===== src/rtl/stream_credit_converge.sv =====
// Merges per-input-port freespace packets and credit-gated output-port FIFO
// traffic onto one registered stream, at most one grant per cycle.

module stream_credit_lane #(
  parameter int CREDIT_BITS        = 8,
  parameter int INIT_CREDIT        = 128,
  parameter int CREDIT_RETURN_SIZE = 64
) (
  input  logic                   clk,
  input  logic                   reset,
  input  logic                   take_i,
  input  logic                   ret_i,
  output logic [CREDIT_BITS-1:0] credit_o,
  output logic                   nonzero_o
);
  logic [CREDIT_BITS-1:0] credit_q, credit_d;
  logic [32:0]            sum;

  // Take is qualified by nonzero so the counter cannot wrap below zero.
  always_comb begin
    sum = 33'(credit_q)
        + (ret_i ? 33'(CREDIT_RETURN_SIZE) : 33'd0)
        - ((take_i && credit_q != '0) ? 33'd1 : 33'd0);
    credit_d = (sum > 33'(INIT_CREDIT)) ? CREDIT_BITS'(INIT_CREDIT) : sum[CREDIT_BITS-1:0];
  end

  always_ff @(posedge clk) begin
    if (reset) credit_q <= CREDIT_BITS'(INIT_CREDIT);
    else       credit_q <= credit_d;
  end

  assign credit_o  = credit_q;
  assign nonzero_o = (credit_q != '0);
endmodule

module stream_credit_converge #(
  parameter int PACKET_BITS        = 97,
  parameter int NUM_IN_PORTS       = 7,
  parameter int NUM_OUT_PORTS      = 7,
  parameter int CREDIT_BITS        = 8,
  parameter int INIT_CREDIT        = 128,
  parameter int CREDIT_RETURN_SIZE = 64,
  parameter int CNT_BITS           = 32
) (
  input  logic                                 clk,
  input  logic                                 reset,
  input  logic                                 resend,
  input  logic                                 is_done,
  input  logic [NUM_IN_PORTS-1:0]              freespace_update,
  input  logic [PACKET_BITS*NUM_IN_PORTS-1:0]  packet_from_input_ports,
  output logic [NUM_IN_PORTS-1:0]              fs_ack,
  input  logic [NUM_OUT_PORTS-1:0]             empty,
  input  logic [PACKET_BITS*NUM_OUT_PORTS-1:0] packet_from_output_ports,
  output logic [NUM_OUT_PORTS-1:0]             rd_en_sel,
  input  logic [NUM_OUT_PORTS-1:0]             credit_return,
  output logic [PACKET_BITS-1:0]               stream_out,
  output logic [CREDIT_BITS*NUM_OUT_PORTS-1:0] credit_out,
  output logic [CNT_BITS-1:0]                  stall_cnt
);
  localparam int IP_W = (NUM_IN_PORTS  > 1) ? $clog2(NUM_IN_PORTS)  : 1;
  localparam int OP_W = (NUM_OUT_PORTS > 1) ? $clog2(NUM_OUT_PORTS) : 1;

  logic [IP_W-1:0]        fs_ptr_q, fs_ptr_d;
  logic [OP_W-1:0]        out_ptr_q, out_ptr_d;
  logic                   done_q;
  logic [CNT_BITS-1:0]    stall_q;
  logic [PACKET_BITS-1:0] stream_q, grant_pkt;

  logic [NUM_IN_PORTS-1:0]                   fs_grant;
  logic [NUM_OUT_PORTS-1:0]                  out_grant, eligible, has_credit;
  logic [NUM_OUT_PORTS-1:0][CREDIT_BITS-1:0] credit;
  logic                                      stall_inc;
  int                                        fs_sel, fs_dist, out_sel, out_dist, d;

  for (genvar j = 0; j < NUM_OUT_PORTS; j++) begin : g_lane
    stream_credit_lane #(
      .CREDIT_BITS(CREDIT_BITS), .INIT_CREDIT(INIT_CREDIT),
      .CREDIT_RETURN_SIZE(CREDIT_RETURN_SIZE)
    ) u_lane (
      .clk(clk), .reset(reset), .take_i(out_grant[j]), .ret_i(credit_return[j]),
      .credit_o(credit[j]), .nonzero_o(has_credit[j])
    );
  end

  assign eligible = ~empty & has_credit;

  // Round-robin as "smallest rotational distance from the pointer" keeps all
  // vector indexing on constant loop indices.
  always_comb begin
    fs_grant  = '0;
    out_grant = '0;
    grant_pkt = '0;
    fs_ptr_d  = fs_ptr_q;
    out_ptr_d = out_ptr_q;
    fs_sel    = -1;
    out_sel   = -1;
    fs_dist   = NUM_IN_PORTS;
    out_dist  = NUM_OUT_PORTS;
    d         = 0;
    if (!reset && !resend) begin
      if (|freespace_update) begin
        for (int i = 0; i < NUM_IN_PORTS; i++) begin
          d = (i >= int'(fs_ptr_q)) ? i - int'(fs_ptr_q) : i + NUM_IN_PORTS - int'(fs_ptr_q);
          if (freespace_update[i] && d < fs_dist) begin
            fs_dist = d;
            fs_sel  = i;
          end
        end
      end else if (!done_q && !is_done) begin
        for (int j = 0; j < NUM_OUT_PORTS; j++) begin
          d = (j >= int'(out_ptr_q)) ? j - int'(out_ptr_q) : j + NUM_OUT_PORTS - int'(out_ptr_q);
          if (eligible[j] && d < out_dist) begin
            out_dist = d;
            out_sel  = j;
          end
        end
      end
    end
    for (int i = 0; i < NUM_IN_PORTS; i++) begin
      if (fs_sel == i) begin
        fs_grant[i] = 1'b1;
        grant_pkt   = packet_from_input_ports[i*PACKET_BITS +: PACKET_BITS];
        fs_ptr_d    = (i == NUM_IN_PORTS-1) ? '0 : IP_W'(i + 1);
      end
    end
    for (int j = 0; j < NUM_OUT_PORTS; j++) begin
      if (out_sel == j) begin
        out_grant[j] = 1'b1;
        grant_pkt    = packet_from_output_ports[j*PACKET_BITS +: PACKET_BITS];
        out_ptr_d    = (j == NUM_OUT_PORTS-1) ? '0 : OP_W'(j + 1);
      end
    end
  end

  // Starved: traffic is waiting but every non-empty port is out of credit.
  assign stall_inc = !resend && (freespace_update == '0) && !done_q && !is_done &&
                     (empty != '1) && ((~empty & has_credit) == '0);

  always_ff @(posedge clk) begin
    if (reset) begin
      stream_q  <= '0;
      fs_ptr_q  <= '0;
      out_ptr_q <= '0;
      done_q    <= 1'b0;
      stall_q   <= '0;
    end else begin
      done_q <= done_q | is_done;
      if (!resend) begin
        stream_q  <= grant_pkt;
        fs_ptr_q  <= fs_ptr_d;
        out_ptr_q <= out_ptr_d;
      end
      if (stall_inc && stall_q != '1) stall_q <= stall_q + 1'b1;
    end
  end

  assign fs_ack     = fs_grant;
  assign rd_en_sel  = out_grant;
  assign stream_out = stream_q;
  assign credit_out = credit;
  assign stall_cnt  = stall_q;
endmodule


===== config.mk =====
export PLATFORM = sky130hd
export DESIGN_NAME = stream_credit_converge
export DESIGN_NICKNAME = d
export VERILOG_FILES = /design/src/rtl/stream_credit_converge.sv
export SDC_FILE = /design/constraint.sdc
export NUM_CORES = 1
export LEC_CHECK = 0
export BUFFER_PORTS_ARGS = -buffer_cell sky130_fd_sc_hd__buf_2
export CAP_MARGIN = 30
export CORE_AREA = 2 2 614 616
export DETAILED_ROUTE_END_ITERATION = 12
export DIE_AREA = 0 0 616 618
export PLACE_DENSITY = 0.3
export RECOVER_POWER = 50
export SYNTH_ARGS = -nofsm -noshare
export SYNTH_HDL_FRONTEND = slang
export SYNTH_HIERARCHICAL = 1
export SYNTH_SLANG_ARGS = --single-unit

===== constraint.sdc =====
create_clock -name clk -period 27.3 [get_ports clk]
set_clock_uncertainty 0.15 [all_clocks]
set_input_delay 5.46 -clock clk [delete_from_list [all_inputs] [get_ports clk]]
set_output_delay 5.46 -clock clk [all_outputs]
set_load 0.02 [all_outputs]

# After elaboration in Yosys (flattened, before gate mapping)
# Cells that the tools add are included.
# word_totals
out_inout_bits	199
inputBits	1383
wordCells	295
reg_bits	192
# op_classes
n_bitwise	4
eq_ne	14
addsub	43
n_reduce_logical	56
magnitude_cmp	35
n_mux	131
# op_table
operator	count
$mux W32	75
$mux W97	14
$lt A32 B32 Y1	12
$add A8 B33 Y33	7
$gt A33 B8 Y1 const B	7
$sub A33 B33 Y33	7
$eq A32 B4 Y1 const B	6
$eq A32 B3 Y1 const B	4
$eq A32 B2 Y1 const B	2
$logic_not A32 Y1	2
$lt A32 B4 Y1 const B	2
$sub A4 B3 Y5 const A	12
$reduce_bool A8 Y1	7
$mux W7	7
$mux W3	14
$add A32 B1 Y32 const B	1
$ne A32 B32 Y1 const B	1
$sub A3 B3 Y4 const A	8
$logic_and A1 B1 Y1	29
$mux W1	21
$ge A3 B3 Y1 const A	6
$sub A1 B3 Y4 const A	4
$sub A2 B3 Y4 const A	4
$logic_not A7 Y1	2
12 further kinds	29

# Longest topological paths before layout
# logic_depth
word_depth	52
mapped_depth	71

# By module
# Netlist, hierarchy kept.
# by_module_without_submodules
mod	cells_per_inst	area_per_inst_um2	seq_area_each_um2	n_inst
stream_credit_converge	2892	19553.8	2722.6	1
stream_credit_lane at g_lane[0].u_lane ...	57	553.0	160.2	5
stream_credit_lane at g_lane[1].u_lane	66	610.6	160.2	1
stream_credit_lane at g_lane[2].u_lane	59	534.3	160.2	1

# Worst setup path before layout
# No wires, ideal clock.
# synth_timing
path_type	in2out
startpoint	in empty[0]
endpoint	out rd_en_sel[2]
cell_stages	46
required_time_ns	21.690
path_slack_ns	6.172
arrival_time_ns	15.518
cell_sequence	nor2b_1 > nand3b_1 > ha_1 > nor4b_1 > o21a_1 > a21o_1 > clkbuf_1 > mux2i_1 > ha_1 > o21a_1 > o21ai_0 > a21oi_1 > o21ai_0 > clkbuf_1 > mux2_2 > ha_1 > a21oi_1 > nand2_1 > (+10 left out) > o21ai_0 > a21oi_1 > o21ai_0 > o21ai_0 > clkbuf_1 > mux2_2 > ha_1 > nand2_1 > nor2_1 > o311a_1 > o21ai_0 > o211ai_1 > nand2_1 > nor2_1 > and3_1 > clkbuf_1 > clkbuf_1 > buf_1
# synth_via
elab_chain_len	45
word_cells_on_any_way	51
classes_between	order compare (6); eq/ne (1); mux (35); bitwise (2); reduce/logical (7)
# synth_rtl
item	line	source
start: declaration	52	input logic [NUM_OUT_PORTS-1:0] empty,
$not A7 Y7 (*)	85	assign eligible = ~empty & has_credit;
$and A7 B7 Y7 (*)	85	
$logic_and A1 B1 Y1 (*)	112	if (eligible[j] && d < out_dist) begin
$mux W32	112	
$mux W32	109	end else if (!done_q && !is_done) begin
$mux W32	101	if (|freespace_update) begin
$mux W32	100	if (!reset && !resend) begin
$lt A32 B32 Y1	112	
(+29 left out)	n/a	
$lt A32 B32 Y1	112	
$logic_and A1 B1 Y1	112	
$mux W32 (*)	112	
$mux W32 (*)	109	
$mux W32 (*)	101	
$mux W32 (*)	100	
$eq A32 B3 Y1 (*)	127	if (out_sel == j) begin
$mux W1 (*)	127	
end: declaration	54	output logic [NUM_OUT_PORTS-1:0] rd_en_sel,
# Mark *: on every way between the ends. The rest lies on a longest branch, timed or not. The select of a mux whose other input is x is not followed.

# Final worst setup path
# layout_timing
startpoint	in freespace_update[0]
endpoint	out fs_ack[2]
# layout_via
elab_chain_len	36
word_cells_on_any_way	43
classes_between	order compare (6); eq/ne (1); mux (28); reduce/logical (8)
# layout_rtl
item	line	source
start: declaration	49	input logic [NUM_IN_PORTS-1:0] freespace_update,
$logic_and A1 B1 Y1	104	if (freespace_update[i] && d < fs_dist) begin
$mux W32	104	
$mux W32	101	
$mux W32	100	
$lt A32 B32 Y1	104	
$logic_and A1 B1 Y1	104	
$mux W32	104	
$mux W32	101	
(+20 left out)	n/a	
$mux W32	100	
$lt A32 B32 Y1	104	
$logic_and A1 B1 Y1	104	
$mux W32	104	
$mux W32 (*)	101	
$mux W32 (*)	100	
$eq A32 B3 Y1 (*)	120	if (fs_sel == i) begin
$mux W1 (*)	120	
end: declaration	51	output logic [NUM_IN_PORTS-1:0] fs_ack,
# Marks and branches as above.

==> results.txt <==
Status -> finished with violations
Failing checks -> max-capacitance violations, max-slew violations
Peak VDD IR -> 0.000123 V
Global-route wire length before repair -> 429,000 um
Final layout net count -> 6,305
Global placer's final weighted congestion -> 0.964
FF+latch count, synth -> 192
Gate Count Post-Synth -> 3,302
Largest net degree at the start of global routing -> 80
Register area share after synthesis -> 0.164
Vias in the first global route -> 36,300
Core area -> 374,000 um^2
Synth top area share -> 0.164
Fmax -> 42.1 MHz
Most common library cells after synthesis -> 402 x nor2_1, 338 x o21ai_0, 204 x a221oi_1
CTS tree -> built
Post-Synth Adder-Cell Area -> 0.0697
Number of H-tree branching levels -> 4
Detailed placement HPWL -> 307,000 um
Post-synthesis simple-gate area fraction -> 0.229
WS Path Type -> in2out
Clock Path Buffers -> 3
Input/output buffers -> 1,581
Die H -> 618 um
Initial antenna violation count -> 225
Reg clk slew, reported paths -> 0.12 ns
Unrepaired setup endpoints after global routing -> no
Fillcell total -> 44,200
Rel. slew slack -> -0.642
Power Dens Cells -> 72.2 nW/um^2
WP data required -> 21.69 ns
Main combinational cell family by area after synthesis -> compound AO/OA/AOI/OAI gates
Final hold vios -> 0
Slowest CP cell -> nor4bb_2
Ys Warns -> 6
Ys flop type -> dfxtp_1
CP dominant cell by count -> ha_1
Initial Utilization -> 0.0627
DR vias -> 37,500
GRT Util Overall -> 0.175
Count leader, synth -> nor2_1
Drt pass-1 iters -> 5
Fraction of layout cells with a size suffix above 1 -> 0.360
GRT overflow -> 0
Complex-gate fraction of the synthesized area -> 0.431
Tmin final -> 23.76 ns
Pleak -> 14.7 nW
Period utilization -> 0.870
Die footprint -> 381,000 um^2
Routed length per instance -> 35.0 um
Register area -> 3840 um^2
CP Capture Type -> output port
Setup_tns -> 0 ns
Synth top area cells -> dfxtp_1 16%, a221oi_1 7.6%, o21ai_0 7.2%
Multiplexer area fraction after synthesis -> 0.0132
Number of synthesized flops with an enable pin -> 0
Fraction of registers with async set/reset -> 0
IO Pins -> 1,582
Crit path DAT -> 18.15 ns
Setup bufs post-CTS -> 0
Clock Tree Root -> clkbuf_16
Site Rows -> 225
HP Class -> reg2reg
Drt initial violations -> 3,564
Setup violators final -> 0
Crit-path max FO -> 23
Average size of a mapped cell -> 7.11 um^2
Slew @ Worst Pin -> 2.46 ns
Power, Total -> 0.00280 W
Post-Synth XOR/XNOR Area -> 0.0319
Number of max-cap violations -> 1
Leading area contributor after synthesis -> dfxtp_1
Die width -> 616 um
Area of the multi-input gates -> 18,400 um^2
Final-report max-slew violation count -> 28
Crit path largest cell delay -> 0.65 ns
Clock sinks -> 192
Inserted Clock Buffers -> 21
DRC violations left -> 0
CTS Hold Buffers Added -> 0
DRT antenna net count -> 0
Clock Latency Late Sink -> 0.64 ns
CP Launch Type -> input pin
DR vias/cell -> 3.77
Layout area overhead -> 65.3%
Synth Cell Area -> 23,500 um^2
Final wirelength -> 349,000 um
Post-cts sizing count -> 0
Post-synth cell types -> 104
-- worst max-delay path, delay by kind of cell --
family                     cells  cell delay, ns
buffers and inverters          6            1.08
and+or+nand+nor               22            4.70
adders and majority gates      6            1.76
AOI/OAI and AO/OA             16            3.88
muxes                          4            1.22
-- layer usage --
| metal | wire length (um) | track usage |
|---|---|---|
| met1 | 144000 | 0.217 |
| met2 | 166000 | 0.295 |
| met3 | 25900 | 0.0430 |
| met4 | 12100 | 0.0541 |
| met5 | 569 | 0 |
-- final cells by class --
class	instances	area share
multi-input cells	2755	0.474
repair buffers	1733	0.229
well taps	4994	0.161
flip-flops and latches	192	0.0991
clock buffers	22	0.0136
diodes	155	0.0100
inverters	90	0.00897
clock inverters	11	0.00368
-- cell usage in the layout, fill, tap and decap left out, types with 64 or more instances in the layout --
master,Yosys,layout
o2bb2ai_1,94,94
clkbuf_1,191,188
nand2_1,171,170
o211ai_1,103,103
ha_1,129,129
o22ai_1,96,96
nor2_1,402,398
a21o_1,110,110
o21ai_0,338,327
a22oi_1,167,165
nor3_1,121,120
inv_1,85,84
a31oi_1,101,101
dfxtp_1,192,192
a221oi_1,204,200
diode_2,0,155
buf_2,42,1403
or2_2,67,64
and2_1,109,109
buf_4,1,134
-- worst paths after layout --
path,start,end,slack [ns],cells past startpoint
setup / recovery,freespace_update[0],fs_ack[2],3.54,54
hold / removal,stream_out[91],stream_out[91],0.36,2
setup reg to reg,out_ptr_q[2],stream_out[61],10.25,55
hold reg to reg,stream_out[91],stream_out[91],0.36,2
-- flip-flops by register name, indices dropped and copies added (netlist names) --
register                count
out_ptr_q                   3
g_lane.u_lane/credit_o     56
fs_ptr_q                    3
stall_cnt                  32
stream_out                 97
done_q                      1
-- report_power, final --
part	switching [W]	total, W	internal [W]
clock network	0.000205	0.000371	0.000165
logic	0.00150	0.00210	0.000597
registers	0.0000280	0.000327	0.000299
total	0.00174	0.00280	0.00106
-- logic make-up (layout without fill, tap and decap cells) --
| family | Yosys count | count (layout) |
|---|---|---|
| xor gates and xnor gates | 74 | 74 |
| buffers and inverters | 358 | 1856 |
| adders and majority gates | 131 | 131 |
| AOI/OAI and AO/OA | 1431 | 1431 |
| and+or+nand+nor | 1085 | 1085 |
| other | 1 | 159 |
| muxes | 30 | 30 |
| DFF | 192 | 192 |
-- through the flow --
step / instances / setup WS [ns] / hold WS [ns] / util / cell area (um^2)
final: 9952 / 3.54 / 0.360 / 0.104 / 38800
after global routing: 9897 / 2.49 / 0.386 / 0.103 / 38700
after CTS: 9797 / 3.61 / 0.349 / 0.103 / 38600
after detailed placement: 9764 / 3.70 / 0.321 / 0.102 / 38000
after global placement: 9743 / 3.17 / 0.324 / 0.101 / 37800
after floorplan: 3305 / 6.17 / 0.272 / - / 23500
Power figures use the tool's default switching activity.
